**config.mk**
```make
export PLATFORM = sky130hd
export DESIGN_NAME = pipe_stall_ctrl
export DESIGN_NICKNAME = d
export VERILOG_FILES = /design/src/rtl/pipe_stall_ctrl.sv
export SDC_FILE = /design/constraint.sdc
export NUM_CORES = 1
export LEC_CHECK = 0
export BUFFER_PORTS_ARGS = -buffer_cell sky130_fd_sc_hd__buf_2
export CAP_MARGIN = 20
export CORE_MARGIN = 3
export CORE_UTILIZATION = 50
export CTS_CLUSTER_SIZE = 8
export DETAILED_ROUTE_END_ITERATION = 16
export PLACE_DENSITY = 0.78
export SLEW_MARGIN = 20
export SYNTH_ARGS = -nofsm -noshare
export SYNTH_HDL_FRONTEND = slang
export SYNTH_SLANG_ARGS = --single-unit
```
**constraint.sdc**
```tcl
create_clock -name clk -period 2.27 [get_ports clk]
set_clock_uncertainty 0.1 [all_clocks]
set_input_delay 0.1135 -clock clk [delete_from_list [all_inputs] [get_ports clk]]
set_output_delay 0.1135 -clock clk [all_outputs]
set_load 0.01 [all_outputs]
```
**src/rtl/pipe_stall_ctrl.sv**
```systemverilog
// Central stall sequencer: load-use detection, divider hold, external stall merge,
// and a saturating stall-cycle counter driving the 6-bit StallBus [0]PC..[5]WB.
module pipe_stall_ctrl #(
  parameter int unsigned DIV_CYCLES = 33,
  parameter int unsigned CNT_W      = 32
) (
  input  logic             clk,
  input  logic             resetn,
  input  logic             flush,
  input  logic [4:0]       id_rs,
  input  logic [4:0]       id_rt,
  input  logic             id_use_rs,
  input  logic             id_use_rt,
  input  logic             ex_is_load,
  input  logic             ex_rf_we,
  input  logic [4:0]       ex_rf_waddr,
  input  logic             ex_div_start,
  input  logic             ex_div_done,
  input  logic             stallreq_ext,
  output logic [5:0]       stall,
  output logic             div_busy,
  output logic             div_timeout_err,
  output logic [CNT_W-1:0] stall_cnt
);

  localparam int unsigned DCNT_W = $clog2(DIV_CYCLES + 1);
  localparam logic [5:0]  STALL_DIV = 6'b001111;
  localparam logic [5:0]  STALL_ID  = 6'b000111;

  typedef enum logic {
    S_IDLE     = 1'b0,
    S_DIV_BUSY = 1'b1
  } state_e;

  state_e             state_q, state_d;
  logic [DCNT_W-1:0]  cnt_q, cnt_d;
  logic               div_busy_q, div_busy_d;
  logic               timeout_q, timeout_d;
  logic [CNT_W-1:0]   stall_cnt_q, stall_cnt_d;
  logic               load_use;

  // Load in EX writes a register that the ID instruction reads
  always_comb begin
    load_use = ex_is_load && ex_rf_we && (ex_rf_waddr != 5'd0) &&
               ((id_use_rs && (id_rs == ex_rf_waddr)) ||
                (id_use_rt && (id_rt == ex_rf_waddr)));
  end

  // StallBus, zero-latency from state and inputs; forced quiet while in reset
  always_comb begin
    stall = 6'b000000;
    if (!resetn || flush) begin
      stall = 6'b000000;
    end else if ((state_q == S_DIV_BUSY) && !ex_div_done) begin
      stall = STALL_DIV;
    end else if ((state_q == S_IDLE) && ex_div_start) begin
      stall = STALL_DIV;
    end else if (load_use || stallreq_ext) begin
      stall = STALL_ID;
    end
  end

  // Next-state: divider FSM, timeout flag and saturating stall counter
  always_comb begin
    state_d     = state_q;
    cnt_d       = cnt_q;
    timeout_d   = timeout_q;
    stall_cnt_d = stall_cnt_q;

    if ((stall != 6'b000000) && (stall_cnt_q != {CNT_W{1'b1}})) begin
      stall_cnt_d = stall_cnt_q + CNT_W'(1);
    end

    case (state_q)
      S_IDLE: begin
        if (ex_div_start && !flush) begin
          state_d = S_DIV_BUSY;
          cnt_d   = DCNT_W'(DIV_CYCLES - 1);
        end
      end
      S_DIV_BUSY: begin
        if (flush || ex_div_done) begin
          state_d = S_IDLE;
        end else if (cnt_q == '0) begin
          state_d   = S_IDLE;
          timeout_d = 1'b1;
        end else begin
          cnt_d = cnt_q - DCNT_W'(1);
        end
      end
      default: state_d = S_IDLE;
    endcase

    div_busy_d = (state_d == S_DIV_BUSY);
  end

  always_ff @(posedge clk or negedge resetn) begin
    if (!resetn) begin
      state_q     <= S_IDLE;
      cnt_q       <= '0;
      div_busy_q  <= 1'b0;
      timeout_q   <= 1'b0;
      stall_cnt_q <= '0;
    end else begin
      state_q     <= state_d;
      cnt_q       <= cnt_d;
      div_busy_q  <= div_busy_d;
      timeout_q   <= timeout_d;
      stall_cnt_q <= stall_cnt_d;
    end
  end

  assign div_busy        = div_busy_q;
  assign div_timeout_err = timeout_q;
  assign stall_cnt       = stall_cnt_q;

endmodule

```
==> results by group <==
Cells and area
  – Share of cells above drive strength 1: 0.307
  – Area grow syn2layout: 24.9%
  – N_diodes: 0
  – Final net count: 317

Hold path
  – Worst Hold Class: in2reg
  – Hold Startpoint: flush

Clock network
  – # clock sinks: 40
  – CTS HTree Levels: 2
  – CTS tree: yes
  – Setup bufs post-CTS: 0
  – Bufs on Longest Clock Path: 2
  – Reg clk slew, reported paths: 80 ps
  – TritonCTS Buffers: 5
  – Clock Latency Late Sink: 300 ps
  – Root Buffer: clkbuf_8

GRT
  – Met1 Use GR: 0.258
  – First-pass GRT wire length: 7890 um
  – Antenna violations before repair: 0
  – Number of global-route vias before repair: 1707
  – Met2 Track Usage GR: 0.329
  – GR peak layer: met2
  – Gr usage total: 0.198
  – Largest net degree at the start of global routing: 41
  – GR Util met3: 0.0483
  – GR Overflow Total: 0

Synthesis
  – Syn Area/Cell: 9.95 um^2
  – Most frequent cells after synthesis: dfrtp_1 (40), xnor2_1 (25), nor2_1 (19), nand2_1 (18), xor2_1 (18)
  – Mapped Area: 0.00212 mm^2
  – Count leader, synth: dfrtp_1
  – Yosys top cell by area: dfrtp_1
  – Post-synthesis sequential area ratio: 0.472
  – Post-synth top area share: 0.472
  – Yosys warnings: 0
  – Flops & latches, synth: 40
  – Post-synthesis cell count: 213
  – Fraction of registers with async set/reset: 1.00
  – Netlist cell types: 35
  – Post-synth top flop: dfrtp_1
  – Area contributors post-synth: dfrtp_1 (47%), xnor2_1 (10%), xor2_1 (7.4%)
  – EDFF count, synth: 0

Pwr
  – VDD IR-drop max: 0.352 mV
  – Leak: 1.37 nW
  – Pwr per Cell Area: 668 mW/mm^2

Route
  – DR vias: 1789
  – Total wire length: 4640 um
  – DRT antenna net count: 0
  – Drt wl/cell: 13.6 um
  – DR iter-0 viols: 91
  – Vias per cell: 5.26
  – Drt pass-1 iters: 4
  – DRC: 0

Critical path
  – Crit Path Class: reg2reg
  – Worst EP arrival: 2180 ps
  – CP startpoint kind: flop
  – Worst Setup SP: stall_cnt[12]
  – Crit Path Max Fanout: 8
  – Crit path required time: 2350 ps
  – Crit. End Element: flop
  – RR Startpoint: stall_cnt[12]

Placed design
  – Pre-CTS WS: 167 ps
  – PortBufs: 62
  – Dpl hpwl: 3490 um
  – Gpl congestion: 0.795

Floorplan
  – IO Pins: 65
  – Initial Util: 0.522
  – Die area: 0.00506 mm^2
  – Die height: 71.1 um
  – Die width: 71.1 um
  – Core outline area: 0.00406 mm^2
  – Rows: 23

STA
  – Final hold violation count: 0
  – Pins Over Slew Limit: 0
  – Worst Setup Slack, final: 171 ps
  – Peak Freq: 0.476 GHz
  – Final min period: 2100 ps
  – Setup_tns: 0 ps
  – RSZ-0062 raised after global routing: false
  – Fin crit share: 0.925
  – Least-Margin Pin Slew: 534 ps
  – Relative slew slack: 0.640
  – Worst hold margin: 123 ps
  – Setup-failing EPs final: 0

Outcome
  – Status: completed

Job
  – Max_cap viols: 0
-- path summary, 6_finish.rpt --
| path | to | slack, ps | cells after the start |
|---|---|---|---|
| worst min-delay path | div_busy | 120 | 4 |
| worst min register to register | div_timeout_err | 380 | 1 |
| max in group asynchronous | stall_cnt[16] | 1340 | 3 |
| worst max register to register | stall_cnt[1] | 170 | 7 |
| min in group asynchronous | stall_cnt[26] | 380 | 3 |
| worst max-delay path | stall_cnt[1] | 170 | 7 |
-- flip-flops by register name, indices dropped and copies added, names as in the netlist --
signal / flops
cnt_q: 6
div_busy: 1
div_timeout_err: 1
stall_cnt: 32
-- cell families after synthesis --
| family | share of synthesized area |
|---|---|
| fa+ha+maj | 0.0177 |
| xor+xnor | 0.178 |
| mux | 0.00531 |
| simple gates | 0.252 |
| compound gates | 0.0342 |
| flops | 0.472 |
| buf+inv | 0.0390 |
| other cells | 0.00177 |
-- power breakdown --
part | total, W | leakage [nW] | switching (W) | internal [W]
sequential | 0.000875 | 0.531 | 0.0000845 | 0.000791
clock | 0.000577 | 0.0541 | 0.000252 | 0.000325
combinational | 0.000317 | 0.786 | 0.000163 | 0.000154
-- final cells by class --
cell class                 count  area, um^2
clock inverter                 3        42.5
multi-input combinational    160        1040
tap                           50        62.6
fill                         353        1410
clock buffer                   5        68.8
sequential                    40        1000
inverter                       8        30.0
timing repair buffer          74         403
-- what timing repair did --
item / in CTS / in global routing
resized for setup: 0 / 0
hold buffers: 1 / 0
setup endpoints to repair: 0 / 0
hold endpoints to repair: 40 / 0
-- routing by layer --
| metal | wire, um | part of all wire | up-vias |
|---|---|---|---|
| li1 | - | - | 875 |
| met1 | 2020 | 0.44 | 850 |
| met2 | 2270 | 0.49 | 59 |
| met3 | 291 | 0.063 | 5 |
| met4 | 57 | 0.012 | 0 |
| met5 | 0 | 0 | - |
-- per-stage QoR --
stage	area, um^2	instances	total power, W	util
4_1_cts	2650	340	0.00180	0.652
2_1_floorplan	2120	214	0.00107	-
3_5_place_dp	2530	331	0.00121	0.623
3_3_place_gp	2530	331	0.00120	0.623
6_report	2650	340	0.00177	0.652
5_1_grt	2650	340	0.00187	0.652
-- worst max-delay path, stage by stage (launching register included) --
cell and delay [ps]:
dfrtp_1 400, nand4_1 200, or3_4 390, nor3_2 140, nand4_1 130, o21ai_2 140
buf_4 170, mux2_1 320
-- cell usage in the layout (no fill, tap or decap), types with 3 or more instances in the layout --
| master | instances |
|---|---|
| o21ai_0 | 3 |
| nor2_1 | 19 |
| and3_1 | 8 |
| buf_4 | 11 |
| xnor2_1 | 25 |
| xor2_1 | 18 |
| nor3_1 | 13 |
| nand4_1 | 11 |
| buf_2 | 62 |
| clkbuf_8 | 5 |
| inv_1 | 8 |
| nand2_1 | 18 |
| dfrtp_1 | 40 |
| ha_1 | 3 |
| nand3_1 | 15 |
(Power assumes the default switching activity.)
